$ cat src/rtl/mdu_pkg.sv
// rtl/mdu_pkg.sv - shared op encodings and FSM state type for the iterative multiply/divide unit
package mdu_pkg;

    localparam logic [1:0] MDU_MULT  = 2'b00;
    localparam logic [1:0] MDU_MULTU = 2'b01;
    localparam logic [1:0] MDU_DIV   = 2'b10;
    localparam logic [1:0] MDU_DIVU  = 2'b11;

    typedef enum logic [1:0] {
        ST_IDLE = 2'd0,
        ST_CALC = 2'd1,
        ST_FIX  = 2'd2
    } mdu_state_t;

endpackage

$ cat src/rtl/mdu_div_step.sv
// rtl/mdu_div_step.sv - one combinational restoring-divide step (trial subtract, next remainder, quotient bit)
module mdu_div_step #(
    parameter int N = 32
) (
    input  logic [N-1:0] rem,
    input  logic         in_bit,
    input  logic [N-1:0] divisor,
    output logic [N-1:0] rem_next,
    output logic         q_bit
);

    logic [N:0] shifted;
    logic [N:0] trial;

    assign shifted  = {rem, in_bit};
    assign trial    = shifted - {1'b0, divisor};
    // No borrow out of the N+1-bit subtract means the divisor fits.
    assign q_bit    = ~trial[N];
    assign rem_next = q_bit ? trial[N-1:0] : shifted[N-1:0];

endmodule

$ cat src/rtl/mdu_iter.sv
// rtl/mdu_iter.sv - iterative MULT/MULTU/DIV/DIVU unit with HI/LO result registers; divider enabled by MDU_DIV_EN
module mdu_iter
    import mdu_pkg::*;
#(
    parameter int N = 32
) (
    input  logic         clk,
    input  logic         reset,
    input  logic         start,
    input  logic [1:0]   op,
    input  logic [N-1:0] A,
    input  logic [N-1:0] B,
    output logic         busy,
    output logic         done,
    output logic         div_by_zero,
    output logic [N-1:0] hi,
    output logic [N-1:0] lo
);

    localparam int CW = $clog2(N) + 1;

    mdu_state_t     state;
    logic [1:0]     op_q;
    logic [N-1:0]   b_mag;
    logic           sa;
    logic           sb;
    logic [CW-1:0]  cnt;
    // Multiply: {partial product, multiplier bits}. Divide: {remainder, dividend/quotient bits}.
    logic [2*N-1:0] acc;

    logic           in_signed;
    logic           a_neg;
    logic           b_neg;
    logic [N-1:0]   a_abs;
    logic [N-1:0]   b_abs;
    logic           short_path;

    assign in_signed = ~op[0];
    assign a_neg     = in_signed & A[N-1];
    assign b_neg     = in_signed & B[N-1];
    assign a_abs     = a_neg ? -A : A;
    assign b_abs     = b_neg ? -B : B;

    logic [N:0]     add_sum;
    logic [2*N-1:0] mul_next;
    logic [2*N-1:0] iter_next;
    logic           res_neg;
    logic [2*N-1:0] prod_fix;

    assign add_sum  = {1'b0, acc[2*N-1:N]} + (acc[0] ? {1'b0, b_mag} : {(N+1){1'b0}});
    assign mul_next = {add_sum, acc[N-1:1]};
    assign res_neg  = ~op_q[0] & (sa ^ sb);
    assign prod_fix = res_neg ? -acc : acc;

`ifdef MDU_DIV_EN
    logic           dz;
    logic [N-1:0]   div_rem;
    logic           div_q;
    logic [N-1:0]   quo_fix;
    logic [N-1:0]   rem_fix;
    logic [N-1:0]   a_orig;

    mdu_div_step #(.N(N)) u_div_step (
        .rem      (acc[2*N-1:N]),
        .in_bit   (acc[N-1]),
        .divisor  (b_mag),
        .rem_next (div_rem),
        .q_bit    (div_q)
    );

    assign iter_next  = op_q[1] ? {div_rem, acc[N-2:0], div_q} : mul_next;
    assign quo_fix    = res_neg ? -acc[N-1:0] : acc[N-1:0];
    assign rem_fix    = sa ? -acc[2*N-1:N] : acc[2*N-1:N];
    // The low half still holds |A| on the divide-by-zero path; re-apply its sign.
    assign a_orig     = sa ? -acc[N-1:0] : acc[N-1:0];
    assign short_path = op[1] & (B == '0);
`else
    assign iter_next  = mul_next;
    assign short_path = op[1];
`endif

    always_ff @(posedge clk) begin
        if (reset) begin
            state       <= ST_IDLE;
            busy        <= 1'b0;
            done        <= 1'b0;
            div_by_zero <= 1'b0;
            hi          <= '0;
            lo          <= '0;
            op_q        <= MDU_MULT;
            b_mag       <= '0;
            sa          <= 1'b0;
            sb          <= 1'b0;
            cnt         <= '0;
            acc         <= '0;
`ifdef MDU_DIV_EN
            dz          <= 1'b0;
`endif
        end else begin
            done <= 1'b0;
            case (state)
                ST_IDLE: begin
                    if (start) begin
                        op_q  <= op;
                        b_mag <= b_abs;
                        sa    <= a_neg;
                        sb    <= b_neg;
                        acc   <= {{N{1'b0}}, a_abs};
                        cnt   <= '0;
                        busy  <= 1'b1;
`ifdef MDU_DIV_EN
                        dz    <= short_path;
`endif
                        state <= short_path ? ST_FIX : ST_CALC;
                    end
                end
                ST_CALC: begin
                    acc <= iter_next;
                    cnt <= cnt + 1'b1;
                    if (cnt == CW'(N - 1))
                        state <= ST_FIX;
                end
                ST_FIX: begin
                    done  <= 1'b1;
                    busy  <= 1'b0;
                    state <= ST_IDLE;
`ifdef MDU_DIV_EN
                    div_by_zero <= dz;
                    if (op_q[1]) begin
                        hi <= dz ? a_orig : rem_fix;
                        lo <= dz ? {N{1'b1}} : quo_fix;
                    end else begin
                        {hi, lo} <= prod_fix;
                    end
`else
                    div_by_zero <= 1'b0;
                    if (op_q[1]) begin
                        hi <= '0;
                        lo <= '0;
                    end else begin
                        {hi, lo} <= prod_fix;
                    end
`endif
                end
                default: begin
                    state <= ST_IDLE;
                    busy  <= 1'b0;
                end
            endcase
        end
    end

endmodule
$ cat config.mk
export PLATFORM = sky130hd
export DESIGN_NAME = mdu_iter
export DESIGN_NICKNAME = d
export VERILOG_FILES = /design/src/rtl/mdu_pkg.sv /design/src/rtl/mdu_div_step.sv /design/src/rtl/mdu_iter.sv
export SDC_FILE = /design/constraint.sdc
export NUM_CORES = 1
export LEC_CHECK = 0
export CELL_PAD_IN_SITES_DETAIL_PLACEMENT = 1
export CELL_PAD_IN_SITES_GLOBAL_PLACEMENT = 1
export CORE_MARGIN = 3
export CORE_UTILIZATION = 45
export DETAILED_ROUTE_END_ITERATION = 7
export GPL_TIMING_DRIVEN = 0
export HOLD_SLACK_MARGIN = 0.12
export PLACE_DENSITY = 0.88
export SETUP_SLACK_MARGIN = 0.4
export SYNTH_ARGS = -nofsm -noshare
export SYNTH_HDL_FRONTEND = slang
export SYNTH_SLANG_ARGS = --single-unit
$ cat constraint.sdc
create_clock -name clk -period 6.35 [get_ports clk]
set_clock_uncertainty 0.15 [all_clocks]
set_input_delay 0.635 -clock clk [delete_from_list [all_inputs] [get_ports clk]]
set_output_delay 0.635 -clock clk [all_outputs]
set_load 0.01 [all_outputs]
==> results of run 1 <==
## report_power, final
group | total (W) | switching, W | internal (W)
Sequential | 0.00120 | 0.0000559 | 0.00114
Combinational | 0.000608 | 0.000378 | 0.000230
Clock | 0.00105 | 0.000525 | 0.000521
Total | 0.00286 | 0.000959 | 0.00190
## cell families (layout without fill, tap and decap cells)
family          Yosys count  in the layout
xor+xnor                139            139
fa+ha+maj                37             37
other cells               1              1
simple gates            525            525
flops                   174            174
buf+inv                 113            279
compound gates          416            416
## per-stage QoR
| step | hold WS (ns) | total power [W] | worst slack (ns) | cell area [µm²] | cells |
|---|---|---|---|---|---|
| 4_1_cts | 0.302 | 0.00285 | 2.13 | 13000 | 1884 |
| 6_report | 0.302 | 0.00286 | 2.04 | 13000 | 1884 |
| 3_3_place_gp | 0.285 | 0.00179 | 2.31 | 12500 | 1852 |
| 3_5_place_dp | 0.291 | 0.00181 | 2.20 | 12500 | 1852 |
| 2_1_floorplan | 0.277 | 0.00157 | 3.24 | 10700 | 1405 |
| 5_1_grt | 0.329 | 0.00296 | 1.83 | 13000 | 1884 |
## registers in the layout, indices dropped and copies added, names as in the netlist, 2 cells and up
| signal | count |
|---|---|
| cnt | 6 |
| op_q | 2 |
| acc | 64 |
| b_mag | 32 |
| lo | 32 |
| hi | 32 |
| state | 2 |
## layout by cell type, fill, tap and decap left out, types with 6 or more instances in the layout
master,instances
o31ai_1,17
nand3_1,36
a211oi_1,24
o21a_1,7
a22oi_1,39
o211ai_1,6
nor3_1,33
a21oi_1,125
o41ai_1,12
xnor2_1,71
inv_1,22
nand4_1,10
clkbuf_16,17
a21o_1,8
nor2_1,126
a31oi_1,22
nor2b_1,7
clkdlybuf4s50_1,134
ha_1,36
o21ai_0,116
dfxtp_1,174
or4_1,19
or3_1,15
nand2b_1,16
and2_1,37
clkbuf_1,80
nand2_1,173
nor4_1,22
xor2_1,68
## worst paths after layout
path	from	end	depth (start not counted)	slack (ns)
setup / recovery	acc[0]	acc[55]	13	2.04
setup reg to reg	acc[0]	acc[55]	13	2.04
hold / removal	lo[19]	lo[19]	2	0.30
hold reg to reg	lo[19]	lo[19]	2	0.30
## final cells by class
cell class                      count  area, µm²  share of cell area, %
Multi-Input combinational cell   1118       6790                   52.0
Sequential cell                   174       3480                   26.7
Timing Repair Buffer              134       1340                   10.3
Clock buffer                       17        425                   3.26
Tap cell                          313        392                   3.00
Buffer                             91        389                   2.98
Clock inverter                     15        144                   1.10
Inverter                           22       82.6                  0.633
## worst max-delay path, cell delays in order, from the launching register on
cell       delay, ns
dfxtp_1         0.31
clkbuf_1        0.58
clkbuf_1        0.41
and2_1          0.20
ha_1            0.16
inv_1           0.06
fa_1            0.40
nor2b_1         0.23
o2111ai_1       0.26
a2111oi_0       0.51
nor3_1          0.20
o21ai_0         0.42
xnor2_1         0.19
o21ai_0         0.09
## layer usage
metal,track usage (%),vias to the layer above
met2,49.3,392
met5,0,-
met3,5.70,73
li1,-,5338
met1,40.3,5535
met4,9.74,0
==> impl_results.md, run 1 <==
- CP startpoint kind: flip-flop
- Max Slew Vio Count: 0
- Final antenna-violating net count: 0
- Layout area overhead: 21.5%
- Maximum clock rate: roughly 0.23 GHz
- Die area: between 20000 and 30000 µm²
- Worst endpoint data arrival time: between 4 and 5 ns
- Worst Tran Pin Value: around 1.2 ns
- Status: completed
- Fin nets: between 1.5k and 2k
- Detailed Routing Iterations Pass 1: 5
- Share of cells above drive strength 1: between 3 and 4%
- CTS tree: yes
- Post-synthesis compound-gate area fraction: 23.8%
- GPL Wtd Cong: approximately 0.94
- Largest net degree at the start of global routing: 19
- Clock net sink count: 174
- Leakage: 4.74 nW
- Post-synthesis mux area share: 0%
- Die Width: roughly 160 µm
- Yosys top cell by area: dfxtp_1
- Post_cts resized: 0
- Top layer reached by signal wires: met4
- Initial Util: around 47%
- Crit path kind: flip-flop to flip-flop
- Unrepaired setup endpoints after global routing: false
- Post-synthesis area per instance: roughly 7.6 µm²
- Met1 wire length: between 15 and 20 mm
- Met2 wire length: between 15 and 20 mm
- Clock buffer count from CTS: 17
- Routed WL: ~40 mm
- Most frequent cell after synthesis: dfxtp_1
- Root Buffer: clkbuf_16
- Overflow after GRT: 0
- Post-layout utilization of the core: 56.6%
- Synth Cell Area: ~11000 µm²
- Vias in the first global route: between 10k and 15k
- # DRC: 0
- Synth warn: 0
- DR vias: between 10k and 15k
- Yosys top cell area share: between 30 and 40%
- Setup crit end kind: flip-flop
- Seq/Total Area, Yosys: 32.4%
- # H-tree levels: 4
- Simple logic cell fraction of the synthesized area: 23.6%
- PwrDens: between 200 and 250 nW/µm²
- Max-slew headroom: between 20% and 30%
- Initial antenna violation count: 0
- Post-Synthesis Net Count: 1511
- Fin crit share: 67.9%
- Most frequent cells after synthesis: dfxtp_1, nand2_1, nor2_1
- Post-synth EDFFs: 0
- Synthesized instance count: 1405
- Fillers: 2908
- FF+latch count, synth: between 150 and 200
- Synth top area cells: dfxtp_1, nand2_1, a21oi_1, xnor2_1, xor2_1
- Hold Crit Class: flip-flop to flip-flop
- Tmin final: 4.31 ns
- Hpwl dp: roughly 31 mm
- # diodes: 0
- Port Buffer Count: between 100 and 150
- Core area: approximately 23000 µm²
- Total global-route track usage: between 30% and 40%
- VDD IR-drop max: roughly 0.00014 V
- Wirelength per Cell: between 20 and 25 µm
- Clock Tree Buf Depth: 2
- Metal3 WL: 2.68 mm
- Synth async-reset ratio: 0%
- IO Pins: roughly 140
- Setup TNS: 0 ns
- Post-CTS Setup Bufs: 0
- Critical path peak fanout: 10
- Library cells used by synthesis: a little over 70
- Final setup violation count: 0
- Clock Latency Late Sink: between 0.4 and 0.5 ns
- Rows: 55
- Initial drt markers: about 840
- Synth Flop Type: dfxtp_1
- Largest family of logic cells by synthesized area: compound AO/OA/AOI/OAI gates
- WP data required: between 6 and 7 ns
- Post-synthesis xor/xnor area fraction: between 10% and 20%
- Die Y: about 160 µm
- Via density: 6.02
- Final hold vios: 0
- Clk slew on worst S/H paths: 0.08 ns
- Number of max-cap violations: 0
- CTS Hold Bufs: 0
- Post-Synth Adder-Cell Area: approximately 4.4%
- First-pass GRT wire length: roughly 62 mm
Note: power is estimated with default switching activity, not from simulation.
==> run 2: changes to the inputs <==
--- a/config.mk
+++ b/config.mk
@@ -8,11 +8,11 @@
 export CELL_PAD_IN_SITES_DETAIL_PLACEMENT = 1
 export CELL_PAD_IN_SITES_GLOBAL_PLACEMENT = 1
 export CORE_MARGIN = 3
-export CORE_UTILIZATION = 45
+export CORE_UTILIZATION = 37
 export DETAILED_ROUTE_END_ITERATION = 7
 export GPL_TIMING_DRIVEN = 0
 export HOLD_SLACK_MARGIN = 0.12
-export PLACE_DENSITY = 0.88
+export PLACE_DENSITY = 0.77
 export SETUP_SLACK_MARGIN = 0.4
 export SYNTH_ARGS = -nofsm -noshare
 export SYNTH_HDL_FRONTEND = slang
==> constraint.sdc (replaced) <==
create_clock -name clk -period 3.65 [get_ports clk]
set_clock_uncertainty 0.15 [all_clocks]
set_input_delay 0.365 -clock clk [delete_from_list [all_inputs] [get_ports clk]]
set_output_delay 0.365 -clock clk [all_outputs]
set_load 0.01 [all_outputs]
==> impl_results.md, run 2 (synthesized netlist as in run 1, its figures left out) <==
- Total global-route track usage: 25.4% (-4.7 points)
- Commonest non-fill, non-tap cells in the layout: nand2_1, dfxtp_1, clkdlybuf4s50_1
- # diodes: 0 (unchanged)
- Layout area overhead: 26.2%
- Wirelength per Cell: 20.5 µm (-3.3%)
- GPL Wtd Cong: 0.923 (-2.2%)
- PwrDens: 372 nW/µm² (+70%)
- Int Pwr: 0.00334 W (+76%)
- Die area: 31100 µm² (+21%)
- Clk slew on worst S/H paths: 0.08 ns (about the same)
- Crit path buf inv count: 2 (-1)
- Crit path cell chain: buf_6 > or4_4 > or3_4 > or3_1 > buf_6 > or3_4 > o41ai_4 > xor2_2 > o21ai_1
- Seq pwr share: 41.5% (-0.6 points)
- First-pass GRT wire length: 63.2 mm (+1.2%)
- Fillers: 3418 (+18%)
- Combinational Power Share: 21.5% (+0.2 points)
- Clock Latency Late Sink: 0.45 ns (about the same)
- CTS tree: yes
- Placed cell count: 1917 (+3.5%)
- Total power draw: 0.00504 W (+76%)
- # H-tree levels: 4 (unchanged)
- Initial drt markers: 769 (-7.9%)
- Clock net sink count: 174 (unchanged)
- Share of cells above drive strength 1: 7.45% (+3.8 points)
- Final hold vios: 0 (unchanged)
- VDD IR-drop max: 0.000304 V (+120%)
- Crit path max-delay family: simple AND/OR/NAND/NOR gates
- Leakage: 4.88 nW (+2.9%)
- Fin crit share: 87.9% (+20 points)
- Initial Util: 38.1% (-8.5 points)
- Vias in the first global route: 11.4k (-1.4%)
- # DRC: 0 (unchanged)
- Worst Tran Pin Value: 0.986 ns (-0.187 ns)
- WP data required: 3.83 ns (-2.69 ns)
- CTS Hold Bufs: 0 (unchanged)
- Clk network pwr share: 37.0% (+0.4 points)
- Hpwl dp: 31.0 mm (+0.35%)
- Post-layout utilization of the core: 48.1% (-8.5 points)
- Max-slew headroom: 34.1% (+13 points)
- Overflow after GRT: 0 (unchanged)
- DR vias: 11.2k (-1.1%)
- Sw Share: 33.6% (about the same)
- Tmin final: 3.21 ns (-1.10 ns)
- Detailed Routing Iterations Pass 1: 5 (unchanged)
- Maximum clock rate: 0.312 GHz (+34%)
- Multi-input logic area: 7060 µm² (+4.1%)
- Worst endpoint data arrival time: 3.39 ns (-1.09 ns)
- Status: completed
- Die Width: 176 µm (+9.9%)
- Hold Crit Class: flip-flop to flip-flop
- Fin nets: 1676 (+0.72%)
- Critical path peak fanout: 8 (-2)
- Via density: 5.72 (-5.0%)
- Max reg flops: 64 (unchanged)
- Root Buffer: clkbuf_16
- IO Pins: 136 (unchanged)
- Port Buffer Count: 134 (unchanged)
- Post-route insts no fill: 1961 (+4.1%)
- Unrepaired setup endpoints after global routing: false
- Routed WL: 40.2 mm (+0.66%)
- Largest net degree at the start of global routing: 19 (unchanged)
- Sequential Area: 3480 µm² (about the same)
- Max stage delay on crit path: 0.57 ns (about the same)
- Rows: 61 (+11%)
- Final antenna-violating net count: 0 (unchanged)
- CP max-delay cell: or4_4
- Crit path kind: flip-flop to flip-flop
- Setup TNS: 0 ns (unchanged)
- Clock Tree Buf Depth: 2 (unchanged)
- Core area: 28200 µm² (+22%)
- Sw power: 0.00169 W (+76%)
- Setup crit end kind: flip-flop
- Final setup violation count: 0 (unchanged)
- Number of max-cap violations: 0 (unchanged)
- CP startpoint kind: flip-flop
- Die Y: 176 µm (+9.9%)
- Max Slew Vio Count: 0 (unchanged)
- Initial antenna violation count: 0 (unchanged)
- Clock buffer count from CTS: 17 (unchanged)
- Top reg by flops: acc
-- run 2: changes by cell type in the layout (fill, tap and decap cells not counted), sizes merged --
cell / delta
buf: +14
clkbuf: -1
clkinvlp: +1
inv: -2
-- run 2: path summary, 6_finish.rpt --
path | from | slack (ns) | cells after the start | to
min reg2reg | lo[21] | 0.30 | 2 | lo[21]
min | lo[21] | 0.30 | 2 | lo[21]
max reg2reg | acc[2] | 0.44 | 9 | hi[14]
max | acc[2] | 0.44 | 9 | hi[14]
-- run 2: layer usage --
layer	vias to the layer above	GRT usage, %	share of wire (%)
met5	-	0	0
met4	0	6.32	1.6
met3	51	3.59	5.9
met2	353	40.9	45
met1	5460	36.0	47
li1	5352	-	-
-- run 2: worst min-delay path: stages (launching register included) --
cell and delay (ns):
dfxtp_1 0.33, nand2_1 0.04, o21ai_0 0.05
-- run 2: final cells by class --
type	count	share of cell area (%)
clock inverters	14	1.13
flip-flops and latches	174	25.7
multi-input cells	1118	52.1
inverters	22	0.609
plain buffers	91	3.14
well taps	378	3.49
repair buffers	146	10.6
clock buffers	18	3.24
-- run 2: power by group through the flow --
| stage | sequential [W] | clock (W) | combinational, W |
|---|---|---|---|
| finish | 0.00209 | 0.00186 | 0.00108 |
| global route | 0.00210 | 0.00198 | 0.00118 |
| CTS | 0.00208 | 0.00188 | 0.00105 |
| detailed placement | 0.00213 | 0 | 0.00103 |
| floorplan | 0.00210 | 0 | 0.000630 |
| global placement | 0.00212 | 0 | 0.00100 |
-- run 2: repair_timing --
action / in CTS / in global routing
pin swaps: 6 / 12
resized for setup: 36 / 41
buffers inserted: 3 / 9
setup endpoints to repair: 52 / 44
cloned: 0 / 0
-- run 2: per-stage QoR --
stage	worst slack, ns	cell area, µm²	hold WS (ns)
2_1_floorplan	0.539	10700	0.277
3_3_place_gp	-0.461	12600	0.285
3_5_place_dp	-0.578	12600	0.291
4_1_cts	0.346	13300	0.304
5_1_grt	0.374	13600	0.330
6_report	0.442	13600	0.302
==> run 3: changes to the inputs <==
--- a/config.mk
+++ b/config.mk
@@ -8,11 +8,11 @@
 export CELL_PAD_IN_SITES_DETAIL_PLACEMENT = 1
 export CELL_PAD_IN_SITES_GLOBAL_PLACEMENT = 1
 export CORE_MARGIN = 3
-export CORE_UTILIZATION = 37
+export CORE_UTILIZATION = 28
 export DETAILED_ROUTE_END_ITERATION = 7
 export GPL_TIMING_DRIVEN = 0
 export HOLD_SLACK_MARGIN = 0.12
-export PLACE_DENSITY = 0.77
+export PLACE_DENSITY = 0.62
 export SETUP_SLACK_MARGIN = 0.4
 export SYNTH_ARGS = -nofsm -noshare
 export SYNTH_HDL_FRONTEND = slang
==> impl_results.md, run 3 (synthesized netlist as in run 1, its figures left out) <==
- Initial Util: 28.4% (-9.7 points)
- PwrDens: 372 nW/µm² (about the same)
- Tmin final: 3.14 ns (-0.0661 ns)
- Worst Tran Pin Value: 0.993 ns (+0.00733 ns)
- GPL Wtd Cong: 0.926 (+0.28%)
- Max reg flops: 64 (unchanged)
- Rows: 71 (+16%)
- VDD IR-drop max: 0.000295 V (-3.1%)
- Critical path peak fanout: 10 (+2)
- Final hold vios: 0 (unchanged)
- Worst endpoint data arrival time: 3.33 ns (-0.06 ns)
- First-pass GRT wire length: 63.6 mm (+0.58%)
- # DRC: 0 (unchanged)
- Max-slew headroom: 33.6% (-0.49 points)
- Max stage delay on crit path: 0.37 ns (-0.20 ns)
- Unrepaired setup endpoints after global routing: true
- Placed cell count: 2050 (+6.9%)
- CP startpoint kind: flip-flop
- Fin crit share: 86.1% (-1.8 points)
- Initial antenna violation count: 0 (unchanged)
- Wirelength per Cell: 19.7 µm (-4.1%)
- CP max-delay cell: ha_1
- Port Buffer Count: 134 (unchanged)
- Crit path cell chain: clkbuf_8 > clkbuf_2 > and2_1 > ha_1 > a21o_1 > a21oi_4 > a2111oi_4 > nor3_4 > nor3_2 > or3_1 > a32o_1
- Commonest non-fill, non-tap cells in the layout: dfxtp_1, nand2_1, clkdlybuf4s50_1
- Final setup violation count: 0 (unchanged)
- Core area: 37800 µm² (+34%)
- Vias in the first global route: 11.0k (-3.0%)
- Post-layout utilization of the core: 36.4% (-12 points)
- Leading cell type in the layout, fill and taps excluded: dfxtp_1
- Clock net sink count: 174 (unchanged)
- Die Width: 202 µm (+14%)
- Clock buffer count from CTS: 17 (unchanged)
- # H-tree levels: 4 (unchanged)
- Hpwl dp: 32.7 mm (+5.4%)
- Leakage: 4.89 nW (+0.37%)
- Via density: 5.24 (-8.3%)
- Int Pwr: 0.00341 W (+1.9%)
- IO Pins: 136 (unchanged)
- Clock Latency Late Sink: 0.45 ns (about the same)
- DP Area: 12700 µm² (+1.3%)
- Setup crit end kind: flip-flop
- Clk network pwr share: 38.2% (+1.2 points)
- Routed WL: 41.1 mm (+2.4%)
- Detailed Routing Iterations Pass 1: 5 (unchanged)
- Clock Tree Buf Depth: 2 (unchanged)
- CTS tree: yes
- Maximum clock rate: 0.318 GHz (+2.1%)
- Seq pwr share: 41.0% (-0.5 points)
- Clk slew on worst S/H paths: 0.08 ns (about the same)
- Final antenna-violating net count: 0 (unchanged)
- Layout area overhead: 27.9%
- Internal reg-to-reg setup slack: 0.51 ns (+0.07 ns)
- Post-route insts no fill: 2093 (+6.7%)
- Crit path kind: flip-flop to flip-flop
- Hold Crit Class: flip-flop to flip-flop
- Largest net degree at the start of global routing: 19 (unchanged)
- DR vias: 11.0k (-2.1%)
- Hold WS: 0.305 ns (+0.00246 ns)
- Final Cell Area: 13700 µm² (+1.3%)
- Share of cells above drive strength 1: 7.14% (-0.31 points)
- CTS Hold Bufs: 0 (unchanged)
- Combinational Power Share: 20.9% (-0.6 points)
- Status: completed
- Total global-route track usage: 19.6% (-5.8 points)
- WP data required: 3.84 ns (about the same)
- Top reg by flops: acc
- Die Y: 202 µm (+14%)
- Number of max-cap violations: 0 (unchanged)
- Root Buffer: clkbuf_16
- Fillers: 4561 (+33%)
- Max Slew Vio Count: 0 (unchanged)
- Overflow after GRT: 0 (unchanged)
- Sw Share: 33.3% (-0.35 points)
- Initial drt markers: 541 (-30%)
- Sw power: 0.00170 W (+0.30%)
- Fin nets: 1675 (-0.060%)
- # diodes: 0 (unchanged)
- Die area: 40700 µm² (+31%)
[run 3: path summary, 6_finish.rpt]
kind	depth (start not counted)	to	start
min	2	hi[14]	hi[14]
min reg2reg	2	hi[14]	hi[14]
max	11	acc[59]	acc[0]
max reg2reg	11	acc[59]	acc[0]
[run 3: area by class of cell]
cell class	instances	area (µm²)	share of cell area, %
Inverter	22	82.6	0.601
Timing Repair Buffer	145	1420	10.4
Buffer	91	415	3.03
Tap cell	511	639	4.66
Multi-Input combinational cell	1118	7080	51.6
Clock inverter	14	165	1.20
Clock buffer	18	439	3.20
Sequential cell	174	3480	25.4
[run 3: timing repair]
item	in CTS	in global routing
pin swaps	5	12
setup endpoints to repair	42	40
buffers inserted	3	8
resized for setup	37	35
[run 3: per-stage QoR]
step	total power [W]	TNS [ns]	worst slack [ns]
after floorplan	0.00273	0	0.539
after global placement	0.00315	-3.44	-0.458
after detailed placement	0.00317	-3.57	-0.524
after CTS	0.00513	0	0.291
after global routing	0.00534	0	0.288
final	0.00510	0	0.508
[run 3: worst max-delay path: cells and delay by family (launching register included)]
family                   cells  cell delay [ns]
AND/OR/NAND/NOR              4             0.96
AO/OA/AOI/OAI                4             0.91
adder cells (fa/ha/maj)      1             0.37
buffers and inverters        2             0.35
flip-flops                   1             0.31
[run 3: power by group through the flow]
stage          clock, W  combinational [W]  sequential, W
3_3_place_gp          0            0.00102        0.00212
6_report        0.00195            0.00106        0.00209
3_5_place_dp          0            0.00104        0.00213
5_1_grt         0.00207            0.00117        0.00210
4_1_cts         0.00199            0.00105        0.00209
2_1_floorplan         0           0.000630        0.00210
[run 3: metal layers]
layer  part of all wire [%]  routed length (µm)  vias up  GRT usage (%)
met1                     49               20300     5348           27.8
met5                      0                   0        -              0
met4                    1.8                 742        0           5.48
met2                     45               18300      239           30.9
li1                       -                   -     5348              -
met3                    4.4                1800       40           3.12
